## src/rtl/bu_exec_pkg.sv

```systemverilog
// Shared types and constants for the branch execution unit.
// Widths, opcode/func3 encodings, FSM states, RS entry and result records.
package bu_exec_pkg;

    localparam int XLEN   = 32;
    localparam int PREG_W = 7;
    localparam int ROB_W  = 5;

    localparam logic [6:0] OP_BRANCH = 7'b1100011;
    localparam logic [6:0] OP_JAL    = 7'b1101111;
    localparam logic [6:0] OP_JALR   = 7'b1100111;

    localparam logic [2:0] F3_BEQ  = 3'b000;
    localparam logic [2:0] F3_BNE  = 3'b001;
    localparam logic [2:0] F3_BLT  = 3'b100;
    localparam logic [2:0] F3_BGE  = 3'b101;
    localparam logic [2:0] F3_BLTU = 3'b110;
    localparam logic [2:0] F3_BGEU = 3'b111;

    typedef enum logic [1:0] {
        BU_IDLE,
        BU_READ,
        BU_EXEC,
        BU_WB
    } bu_state_t;

    typedef struct packed {
        logic [6:0]        Opcode;
        logic [2:0]        func3;
        logic [PREG_W-1:0] pd;
        logic [PREG_W-1:0] ps1;
        logic [PREG_W-1:0] ps2;
        logic [XLEN-1:0]   imm;
        logic [ROB_W-1:0]  rob_index;
        logic [XLEN-1:0]   pc;
    } rs_data;

    typedef struct packed {
        logic [ROB_W-1:0]  rob_index;
        logic [PREG_W-1:0] pd;
        logic              pd_valid;
        logic [XLEN-1:0]   data;
        logic              mispredict;
        logic [XLEN-1:0]   target;
    } bu_result;

endpackage

```

## src/rtl/bu_exec_if.sv

```systemverilog
// Issue, PRF-read, writeback and redirect signals of the branch unit.
// slave = the branch unit itself, master = RS/PRF/ROB environment.
interface bu_exec_if;
    import bu_exec_pkg::*;

    logic              issue_valid;
    rs_data            issue_data;
    logic              fu_rdy;
    logic [PREG_W-1:0] prf_raddr1;
    logic [PREG_W-1:0] prf_raddr2;
    logic [XLEN-1:0]   prf_rdata1;
    logic [XLEN-1:0]   prf_rdata2;
    logic              wb_valid;
    logic              wb_ack;
    logic [ROB_W-1:0]  wb_rob_index;
    logic [PREG_W-1:0] wb_pd;
    logic              wb_pd_valid;
    logic [XLEN-1:0]   wb_data;
    logic              wb_mispredict;
    logic              flush;
    logic [ROB_W-1:0]  flush_tag;
    logic [XLEN-1:0]   flush_pc;
    logic              flush_in;

    modport slave (
        input  issue_valid, issue_data, prf_rdata1, prf_rdata2, wb_ack, flush_in,
        output fu_rdy, prf_raddr1, prf_raddr2, wb_valid, wb_rob_index, wb_pd,
               wb_pd_valid, wb_data, wb_mispredict, flush, flush_tag, flush_pc
    );

    modport master (
        output issue_valid, issue_data, prf_rdata1, prf_rdata2, wb_ack, flush_in,
        input  fu_rdy, prf_raddr1, prf_raddr2, wb_valid, wb_rob_index, wb_pd,
               wb_pd_valid, wb_data, wb_mispredict, flush, flush_tag, flush_pc
    );

endinterface

```

## src/rtl/bu_exec_cmp.sv

```systemverilog
// Branch condition evaluator: decides taken/not-taken from func3.
// Reserved func3 encodings (010, 011) resolve as not taken.
module bu_cmp
    import bu_exec_pkg::*;
(
    input  logic [XLEN-1:0] op1_i,
    input  logic [XLEN-1:0] op2_i,
    input  logic [2:0]      func3_i,
    output logic            taken_o
);

    // NOTE: assigning a default before the case keeps every path driven, so no latch is inferred.
    always_comb begin
        taken_o = 1'b0;
        case (func3_i)
            F3_BEQ:  taken_o = (op1_i == op2_i);
            F3_BNE:  taken_o = (op1_i != op2_i);
            F3_BLT:  taken_o = ($signed(op1_i) <  $signed(op2_i));
            F3_BGE:  taken_o = ($signed(op1_i) >= $signed(op2_i));
            F3_BLTU: taken_o = (op1_i <  op2_i);
            F3_BGEU: taken_o = (op1_i >= op2_i);
            default: taken_o = 1'b0;
        endcase
    end

endmodule

```

## src/rtl/bu_exec.sv

```systemverilog
// Branch execution unit: IDLE -> READ -> EXEC -> WB, one op in flight.
// Every taken branch and every jump redirects the not-taken front end.
module bu_exec
    import bu_exec_pkg::*;
(
    input  logic     clk,
    input  logic     reset,
    bu_exec_if.slave bus
);

    bu_state_t         state_q, state_d;
    logic              flush_q, flush_d;
    logic [6:0]        opcode_q;
    logic [2:0]        func3_q;
    logic [PREG_W-1:0] pd_q;
    logic [XLEN-1:0]   imm_q;
    logic [XLEN-1:0]   pc_q;
    logic [ROB_W-1:0]  rob_q;
    logic [XLEN-1:0]   op1_q;
    logic [XLEN-1:0]   op2_q;
    bu_result          res_q, res_d;
    logic              cmp_taken;

    bu_cmp u_cmp (
        .op1_i   (op1_q),
        .op2_i   (op2_q),
        .func3_i (func3_q),
        .taken_o (cmp_taken)
    );

    // NOTE: sequential state uses non-blocking assignments so every register samples pre-edge values.
    always_ff @(posedge clk or posedge reset) begin
        if (reset) begin
            state_q <= BU_IDLE;
            flush_q <= 1'b0;
        end else begin
            state_q <= state_d;
            flush_q <= flush_d;
        end
    end

    // flush_q marks the first WB cycle of a taken op; that cycle our own redirect beats flush_in.
    always_comb begin
        state_d = state_q;
        case (state_q)
            BU_IDLE: if (bus.issue_valid && !bus.flush_in) state_d = BU_READ;
            BU_READ: state_d = bus.flush_in ? BU_IDLE : BU_EXEC;
            BU_EXEC: state_d = bus.flush_in ? BU_IDLE : BU_WB;
            BU_WB:   if (bus.wb_ack || (bus.flush_in && !flush_q)) state_d = BU_IDLE;
            default: state_d = BU_IDLE;
        endcase
    end

    always_comb begin
        res_d           = '0;
        res_d.rob_index = rob_q;
        res_d.pd        = pd_q;
        res_d.data      = pc_q + XLEN'(4);
        res_d.target    = pc_q + imm_q;
        case (opcode_q)
            OP_BRANCH: res_d.mispredict = cmp_taken;
            OP_JAL: begin
                res_d.mispredict = 1'b1;
                res_d.pd_valid   = (pd_q != '0);
            end
            OP_JALR: begin
                res_d.mispredict = 1'b1;
                res_d.pd_valid   = (pd_q != '0);
                res_d.target     = (op1_q + imm_q) & ~XLEN'(1);
            end
            default: ;
        endcase
    end

    assign flush_d = (state_q == BU_EXEC) && !bus.flush_in && res_d.mispredict;

    // NOTE: datapath registers are reset too, so outputs derived from them read zero out of reset.
    always_ff @(posedge clk or posedge reset) begin
        if (reset) begin
            opcode_q <= '0;
            func3_q  <= '0;
            pd_q     <= '0;
            imm_q    <= '0;
            pc_q     <= '0;
            rob_q    <= '0;
            op1_q    <= '0;
            op2_q    <= '0;
            res_q    <= '0;
        end else begin
            if (state_q == BU_IDLE && bus.issue_valid && !bus.flush_in) begin
                opcode_q <= bus.issue_data.Opcode;
                func3_q  <= bus.issue_data.func3;
                pd_q     <= bus.issue_data.pd;
                imm_q    <= bus.issue_data.imm;
                pc_q     <= bus.issue_data.pc;
                rob_q    <= bus.issue_data.rob_index;
            end
            if (state_q == BU_READ) begin
                op1_q <= bus.prf_rdata1;
                op2_q <= bus.prf_rdata2;
            end
            if (state_q == BU_EXEC && !bus.flush_in) res_q <= res_d;
        end
    end

    always_comb begin
        bus.fu_rdy        = (state_q == BU_IDLE);
        bus.prf_raddr1    = bus.issue_data.ps1;
        bus.prf_raddr2    = bus.issue_data.ps2;
        bus.wb_valid      = (state_q == BU_WB);
        bus.wb_rob_index  = res_q.rob_index;
        bus.wb_pd         = res_q.pd;
        bus.wb_pd_valid   = res_q.pd_valid;
        bus.wb_data       = res_q.data;
        bus.wb_mispredict = res_q.mispredict;
        bus.flush         = flush_q;
        bus.flush_tag     = res_q.rob_index;
        bus.flush_pc      = res_q.target;
    end

    a_issue_when_ready: assert property (@(posedge clk) disable iff (reset)
        bus.issue_valid |-> bus.fu_rdy);

endmodule

```

## src/flat_wrapper.sv

```systemverilog
// flat-port wrapper written by rule: the top's interface ports become plain ports
module bu_exec_flat import bu_exec_pkg::*;
  (clk, reset, bus_issue_valid, bus_issue_data, bus_prf_rdata1, bus_prf_rdata2, bus_wb_ack, bus_flush_in, bus_fu_rdy, bus_prf_raddr1, bus_prf_raddr2, bus_wb_valid, bus_wb_rob_index, bus_wb_pd, bus_wb_pd_valid, bus_wb_data, bus_wb_mispredict, bus_flush, bus_flush_tag, bus_flush_pc);
  bu_exec_if bus_i ();
  input  logic clk;
  input  logic reset;
  input wire logic [$bits(bus_i.issue_valid)-1:0] bus_issue_valid;
  input wire logic [$bits(bus_i.issue_data)-1:0] bus_issue_data;
  input wire logic [$bits(bus_i.prf_rdata1)-1:0] bus_prf_rdata1;
  input wire logic [$bits(bus_i.prf_rdata2)-1:0] bus_prf_rdata2;
  input wire logic [$bits(bus_i.wb_ack)-1:0] bus_wb_ack;
  input wire logic [$bits(bus_i.flush_in)-1:0] bus_flush_in;
  output wire logic [$bits(bus_i.fu_rdy)-1:0] bus_fu_rdy;
  output wire logic [$bits(bus_i.prf_raddr1)-1:0] bus_prf_raddr1;
  output wire logic [$bits(bus_i.prf_raddr2)-1:0] bus_prf_raddr2;
  output wire logic [$bits(bus_i.wb_valid)-1:0] bus_wb_valid;
  output wire logic [$bits(bus_i.wb_rob_index)-1:0] bus_wb_rob_index;
  output wire logic [$bits(bus_i.wb_pd)-1:0] bus_wb_pd;
  output wire logic [$bits(bus_i.wb_pd_valid)-1:0] bus_wb_pd_valid;
  output wire logic [$bits(bus_i.wb_data)-1:0] bus_wb_data;
  output wire logic [$bits(bus_i.wb_mispredict)-1:0] bus_wb_mispredict;
  output wire logic [$bits(bus_i.flush)-1:0] bus_flush;
  output wire logic [$bits(bus_i.flush_tag)-1:0] bus_flush_tag;
  output wire logic [$bits(bus_i.flush_pc)-1:0] bus_flush_pc;
  assign bus_i.issue_valid = bus_issue_valid;
  assign bus_i.issue_data = bus_issue_data;
  assign bus_i.prf_rdata1 = bus_prf_rdata1;
  assign bus_i.prf_rdata2 = bus_prf_rdata2;
  assign bus_i.wb_ack = bus_wb_ack;
  assign bus_i.flush_in = bus_flush_in;
  assign bus_fu_rdy = bus_i.fu_rdy;
  assign bus_prf_raddr1 = bus_i.prf_raddr1;
  assign bus_prf_raddr2 = bus_i.prf_raddr2;
  assign bus_wb_valid = bus_i.wb_valid;
  assign bus_wb_rob_index = bus_i.wb_rob_index;
  assign bus_wb_pd = bus_i.wb_pd;
  assign bus_wb_pd_valid = bus_i.wb_pd_valid;
  assign bus_wb_data = bus_i.wb_data;
  assign bus_wb_mispredict = bus_i.wb_mispredict;
  assign bus_flush = bus_i.flush;
  assign bus_flush_tag = bus_i.flush_tag;
  assign bus_flush_pc = bus_i.flush_pc;
  bu_exec u_core (.clk(clk), .reset(reset), .bus(bus_i));
endmodule
```

## config.mk

```make
export PLATFORM = sky130hd
export DESIGN_NAME = bu_exec_flat
export DESIGN_NICKNAME = d
export VERILOG_FILES = /design/src/rtl/bu_exec_pkg.sv /design/src/rtl/bu_exec_if.sv /design/src/rtl/bu_exec_cmp.sv /design/src/rtl/bu_exec.sv /design/src/flat_wrapper.sv
export SDC_FILE = /design/constraint.sdc
export NUM_CORES = 1
export LEC_CHECK = 0
export CAP_MARGIN = 20
export CORE_MARGIN = 1.5
export CORE_UTILIZATION = 26
export DETAILED_ROUTE_END_ITERATION = 12
export SKIP_LAST_GASP = 1
export SYNTH_ARGS = -nofsm -noshare
export SYNTH_HDL_FRONTEND = slang
export SYNTH_SLANG_ARGS = --single-unit
export TNS_END_PERCENT = 10
```

## constraint.sdc

```tcl
create_clock -name clk -period 9.7 [get_ports clk]
set_clock_uncertainty 0.05 [all_clocks]
set_input_delay 0.97 -clock clk [delete_from_list [all_inputs] [get_ports clk]]
set_output_delay 0.97 -clock clk [all_outputs]
set_load 0.01 [all_outputs]
```

==> results.md, run 1 <==
* Status: complete, no violations
* Place WS at 5.949 ns
* Initial Util at 0.2650
* Chip height at 229.6 um
* Leak at 7.613 nW
* RSZ-0062 raised after global routing: false
* Via count at 10802
* Port buffer count at 240
* Synth warn at 0
* Yosys top cell by area: dfrtp_1
* Synthesized area at 13350 um^2
* Largest net degree at the start of global routing at 98
* Antenna-violating nets left at 0
* Worst R2R Start: u_core.pc_q[8]
* Final setup viols at 0
* Worst setup path class: flop to flop
* Die area at 52720 um^2
* Avg Cell Area, Syn at 9.343 um^2
* Worst Max-Slew Pin Slew at 0.9606 ns
* Clk_lat worst skew at 0.57 ns
* Worst Path Required at 10.11 ns
* Sequential share of the synthesized area at 0.4329
* Max-Cap Viols at 0
* Vias in the first global route at 10810
* Reg-to-reg endpoint: u_core.bus.flush_pc[31]
* Clock transition at the registers of the reported paths at 0.06 ns
* NumNets Final at 1903
* Synth area leaders: dfrtp_1 (43%), ha_1 (8.8%), nand2_1 (8.0%), mux2_2 (6.7%), o21ai_0 (4.8%)
* Fin crit period at 3.332 ns
* Final worst-path cycle share at 0.3435
* Ys flop type: dfrtp_1
* Total CTS buffers at 28
* CORE AREA at 50380 um^2
* Reg2reg setup slack at 6.37 ns
* DR iter-0 viols at 641
* GRT Util Overall at 0.1513
* Synth cell types at 68
* Post-route DRC violation count at 0
* Wirelength per Cell at 17.19 um
* H-tree depth at 1
* Post-DP HPWL at 31050 um
* Cts repair resizes at 0
* Crit path DAT at 3.74 ns
* Post-Route WL at 40080 um
* RePlAce Congestion at 0.8707
* First-pass GRT wire length at 62220 um
* Post-Route Utilization at 0.3462
* CTS root buf: clkbuf_16
* Worst Reg2Reg Path Length in Cells at 9
* Final hold vios at 0
* Hold-critical path endpoint: u_core.bus.flush_tag[0]
* FP Rows at 82
* Number of flops mapped to enable cells by yosys at 0
* Startpoint types: flop
* Peak Freq at 0.3001 GHz
* Final setup margin at 6.368 ns
* Final Slew Violations at 0
* Power density over cell area at 290.5 nW/um^2
* Initial antenna violation count at 7
* TritonCTS sink count at 231
* Worst-path fanout max at 6
* Most frequent cells in the layout: nand2_1 (285), clkdlybuf4s50_1 (240), dfrtp_1 (231)
* Clock Tree Buf Depth at 3
* Mapped Cells at 1429
* Worst hold-check path type: flop to flop
* DR pass1 iterations at 6
* Share of cells above drive strength 1 at 0.09530
* Syn_nets at 1694
* DR vias/cell at 4.634
* Die Span X at 229.6 um
* Hold path depth at 2
* Boundary Pins at 269
* Worst vdd ir at 159.8 uV
* FILL cells at 5083
* Post-CTS setup buffer count at 0
* Post-synth top area share at 0.4329
* Max_slew headroom at 0.3596
* Hold Crit Start: u_core.rob_q[0]
* TritonCTS clock tree: done
* Yosys reg bits at 231
* Post-CTS Hold Buffers at 0
* Asr flop ratio synth at 1.000
* Setup TNS at 0 ns
* Worst setup EP type: flop
* Area Growth Syn to Fin at 30.63%
* Total grt overflow at 0
* Commonest non-fill, non-tap cell in the layout: nand2_1
## flip-flops by register name (all words and copies together) (netlist names), 7 cells and up
| register | cells |
|---|---|
| u_core.op2_q | 32 |
| u_core.op1_q | 32 |
| u_core.imm_q | 32 |
| u_core.bus.wb_pd | 7 |
| u_core.bus.wb_data | 32 |
| u_core.bus.flush_pc | 32 |
| u_core.pc_q | 32 |
| u_core.pd_q | 7 |
| u_core.opcode_q | 7 |
## cells in the mapped netlist, types with 13 or more instances
cell / n
nand2_1: 285
dfrtp_1: 231
o21ai_0: 127
ha_1: 94
mux2_2: 79
a21oi_1: 74
inv_1: 61
nor2_1: 61
xnor2_1: 49
clkbuf_1: 43
a21o_1: 32
nand3_1: 28
xor2_1: 28
buf_4: 19
nand4_1: 19
nor3_1: 16
o21a_1: 13
## cell families after synthesis
group / Yosys count / synth area share
AO/OA/AOI/OAI: 329 / 0.1545
buffers and inverters: 132 / 0.04254
AND/OR/NAND/NOR: 484 / 0.1610
adder cells (fa/ha/maj): 96 / 0.09109
XOR/XNOR: 77 / 0.05051
multiplexers: 80 / 0.06738
flip-flops: 231 / 0.4329
## worst max-delay path, cell delays in order (launching register included)
cell and delay, ns:
dfrtp_1 0.46, ha_1 0.41, and3_1 0.22, and3_1 0.22, a211o_1 0.37, a311oi_1 0.60
o31a_1 0.29, o21ai_0 0.13, xnor2_1 0.17, a221o_1 0.30
## area by class of cell
class,count,area (um^2),area share
Antenna cell,1,2.502,0.0001435
Timing Repair Buffer,250,2517,0.1443
Clock buffer,36,800.8,0.04591
Multi-Input combinational cell,1066,7020,0.4025
Tap cell,672,840.8,0.04821
Clock inverter,14,242.7,0.01392
Sequential cell,231,5781,0.3314
Inverter,61,236.5,0.01356
## where the power goes
part	internal (mW)	switching (mW)	total (mW)
registers	1.29	0.299	1.59
logic	1.13	1.17	2.30
clock network	0.739	0.439	1.18
total	3.16	1.91	5.07
## worst max-delay path by stage
stage	to	slack, ns	from	cells past startpoint
final	u_core.bus.flush_pc[31]	6.37	u_core.pc_q[8]	9
after global placement	u_core.bus.flush_pc[18]	6.02	bus_flush_in	6
after global routing	u_core.bus.flush	6.15	u_core.op1_q[14]	9
after floorplan	u_core.bus.flush	2.35	reset	1
after detailed placement	u_core.bus.flush_pc[18]	5.95	bus_flush_in	6
after CTS	u_core.bus.flush	6.24	u_core.op1_q[14]	9
## per-stage QoR
stage / total power [mW] / cells / instance area, um^2 / hold WS (ns)
after floorplan: 3.037 / 1429 / 13350 / 0.3848
after global placement: 3.860 / 2278 / 16340 / 0.3991
after detailed placement: 3.910 / 2278 / 16340 / 0.4047
after CTS: 5.128 / 2328 / 17380 / 0.4184
after global routing: 5.453 / 2330 / 17440 / 0.4570
final: 5.067 / 2331 / 17440 / 0.4187
## routing by layer
metal	vias to the layer above	part of all wire	routed length, um	track usage
met1	5066	0.48	19230	0.2078
met3	73	0.054	2145	0.02876
met2	258	0.44	17470	0.2380
met4	14	0.028	1131	0.04975
li1	5391	-	-	-
met5	-	0.0024	98	0
Power figures use the tool's default switching activity.
==> inputs of run 2 (changes only) <==
Clock period 9.7 ns to 3 ns, I/O delays scaled along.
==> run 2 against run 1 <==
  * The flow now finishes with violations (setup timing)
  * Via count grew 2.1%
  * Design area increased by 3.1%
  * Flip-flop and latch count did not move
  * Combinational power grew to 3.5 times the previous value
  * Power grew to 3.3 times the previous value
  * Worst hold slack lost 0.22 ns
  * Critical endpoint unchanged
  * Setup slack worse by 6.4 ns
  * Sequential share of layout area fell by 0.98 points
==> results.md, run 2 (synthesis results as in run 1) <==
* Initial antenna violation count at 10 (was 7)
* Worst Reg2Reg Path Length in Cells at 11 (was 9)
* Hold Crit Start: bus_prf_rdata1[19] (was u_core.rob_q[0])
* Commonest non-fill, non-tap cell in the layout: nand2_1 (unchanged)
* Initial Util at 0.2650 (unchanged)
* DR vias/cell at 4.622 (was 4.634)
* Area Growth Syn to Fin at 34.64% (was 30.63%)
* Final hold vios at 0 (unchanged)
* Die Span X at 229.6 um (unchanged)
* Total CTS buffers at 30 (was 28)
* DR iter-0 viols at 519 (was 641)
* Leak at 7.850 nW (was 7.613 nW)
* Setup TNS at -0.01681 ns (was 0 ns)
* H-tree depth at 1 (unchanged)
* Post-route DRC violation count at 0 (unchanged)
* Boundary Pins at 269 (unchanged)
* Worst hold-check path type: input port to flop (was flop to flop)
* Final setup viols at 1 (was 0)
* Wirelength per Cell at 17.63 um (was 17.19 um)
* Final Slew Violations at 0 (unchanged)
* Largest net degree at the start of global routing at 105 (was 98)
* RePlAce Congestion at 0.8904 (was 0.8707)
* Vias in the first global route at 11067 (was 10810)
* Share of cells above drive strength 1 at 0.1338 (was 0.09530)
* Worst-path fanout max at 4 (was 6)
* Most frequent cells in the layout: nand2_1 (285), clkdlybuf4s50_1 (240), dfrtp_1 (230) (was nand2_1 (285), clkdlybuf4s50_1 (240), dfrtp_1 (231))
* Total grt overflow at 0 (unchanged)
* Via count at 11032 (was 10802)
* Worst Max-Slew Pin Slew at 0.8336 ns (was 0.9606 ns)
* RSZ-0062 raised after global routing: true (was false)
* Hold-critical path endpoint: u_core.op1_q[19] (was u_core.bus.flush_tag[0])
* Antenna-violating nets left at 0 (unchanged)
* Max-Cap Viols at 0 (unchanged)
* Worst vdd ir at 445.9 uV (was 159.8 uV)
* Final setup margin at -0.01681 ns (was 6.368 ns)
* Clock Tree Buf Depth at 3 (unchanged)
* Clk_lat worst skew at 0.58 ns (was 0.57 ns)
* GRT Util Overall at 0.1584 (was 0.1513)
* Failing checks: setup timing
* Reg-to-reg endpoint: u_core.bus.flush_pc[31] (unchanged)
* Clock transition at the registers of the reported paths at 0.06 ns (about the same)
* Worst Path Required at 3.47 ns (was 10.11 ns)
* Peak Freq at 0.3315 GHz (was 0.3001 GHz)
* Crit path DAT at 3.49 ns (was 3.74 ns)
* CTS root buf: clkbuf_16 (unchanged)
* Chip height at 229.6 um (unchanged)
* Reg2reg setup slack at -0.02 ns (was 6.37 ns)
* First-pass GRT wire length at 65160 um (was 62220 um)
* Hold path depth at 3 (was 2)
* Worst setup path class: flop to flop (unchanged)
* Post-DP HPWL at 32570 um (was 31050 um)
* Max_slew headroom at 0.4443 (was 0.3596)
* Final worst-path cycle share at 1.006 (was 0.3435)
* TritonCTS sink count at 231 (unchanged)
* FP Rows at 82 (unchanged)
* Power density over cell area at 939.9 nW/um^2 (was 290.5 nW/um^2)
* Post-Route WL at 42080 um (was 40080 um)
* CORE AREA at 50380 um^2 (unchanged)
* WHS at 0.1990 ns (was 0.4187 ns)
* Status: finished, violations left (was complete, no violations)
* Worst R2R Start: u_core.imm_q[2] (was u_core.pc_q[8])
* Total Power at 16.90 mW (was 5.067 mW)
* Startpoint types: flop (unchanged)
* Worst setup EP type: flop (unchanged)
* TritonCTS clock tree: done (unchanged)
* NumNets Final at 1958 (was 1903)
* DR pass1 iterations at 4 (was 6)
* Die area at 52720 um^2 (unchanged)
* Port buffer count at 240 (unchanged)
* Fin crit period at 3.017 ns (was 3.332 ns)
==> run 2: cell count changes in the layout (fill, tap and decap cells not counted), sizes merged <==
| cell | previous run | this run |
|---|---|---|
| buf | 10 | 62 |
| clkinvlp | 3 | 5 |
| diode | 1 | 3 |
| inv | 61 | 60 |
| bufinv | 6 | 4 |
| dlygate4sd3 | 0 | 1 |
| clkbuf | 36 | 38 |
==> run 2: timing repair <==
| item | CTS | global route |
|---|---|---|
| resized for setup | 9 | 17 |
| pin swaps | 2 | 10 |
| gates cloned | 0 | 0 |
| hold buffers | 1 | 0 |
| endpoints found under the setup margin | 5 | 19 |
| endpoints found under the hold margin | 1 | 0 |
| buffers inserted | 0 | 3 |
==> run 2: how the worst max path moves through the flow <==
stage                                from                 endpoint  slack (ns)  cells past startpoint
after CTS                 u_core.op1_q[2]  u_core.bus.flush_pc[31]       -0.01                     11
after floorplan                     reset         u_core.bus.flush       -0.37                      1
after global routing      u_core.imm_q[2]  u_core.bus.flush_pc[31]       -0.13                     11
final                     u_core.imm_q[2]  u_core.bus.flush_pc[31]       -0.02                     11
after global placement     u_core.pc_q[8]  u_core.bus.flush_pc[31]       -0.12                     10
after detailed placement   u_core.pc_q[8]  u_core.bus.flush_pc[31]       -0.16                     10
==> run 2: critical path, cell delays in order (launching register included) <==
cell	delay, ns
dfrtp_1	0.45
ha_4	0.31
nand4_1	0.15
a21oi_2	0.25
nor4_1	0.09
buf_4	0.14
or3_4	0.41
o221ai_4	0.25
a31oi_4	0.14
o211a_1	0.26
a311oi_2	0.26
a221o_1	0.18
==> run 2: power by group <==
| part | switching (mW) | total, mW | internal (mW) |
|---|---|---|---|
| Clock | 1.44 | 3.70 | 2.26 |
| Combinational | 4.05 | 8.09 | 4.04 |
| Sequential | 0.920 | 5.10 | 4.18 |
| Total | 6.41 | 16.9 | 10.5 |
==> run 2: final cells by class <==
class / count / area (um^2)
inverters: 61 / 232.7
well taps: 672 / 840.8
fillers: 5111 / 32400
flip-flops and latches: 231 / 5782
repair buffers: 303 / 2940
multi-input cells: 1066 / 7159
clock buffers: 38 / 820.8
clock inverters: 13 / 193.9
diodes: 3 / 7.507
==> run 2: routing by layer <==
| metal | vias to the layer above | global-route usage | part of all wire |
|---|---|---|---|
| met3 | 66 | 0.02864 | 0.046 |
| li1 | 5510 | - | - |
| met4 | 14 | 0.04544 | 0.025 |
| met5 | - | 0 | 0.0024 |
| met1 | 5200 | 0.2199 | 0.48 |
| met2 | 242 | 0.2502 | 0.44 |
==> run 2: through the flow <==
stage	setup WS (ns)	utilization	instance area (um^2)	std cells
2_1_floorplan	-0.3719	-	13360	1429
3_3_place_gp	-0.1227	0.3331	16780	2329
3_5_place_dp	-0.1599	0.3331	16780	2329
4_1_cts	-0.01439	0.3547	17870	2381
5_1_grt	-0.1252	0.3569	17980	2387
6_report	-0.01681	0.3569	17980	2387
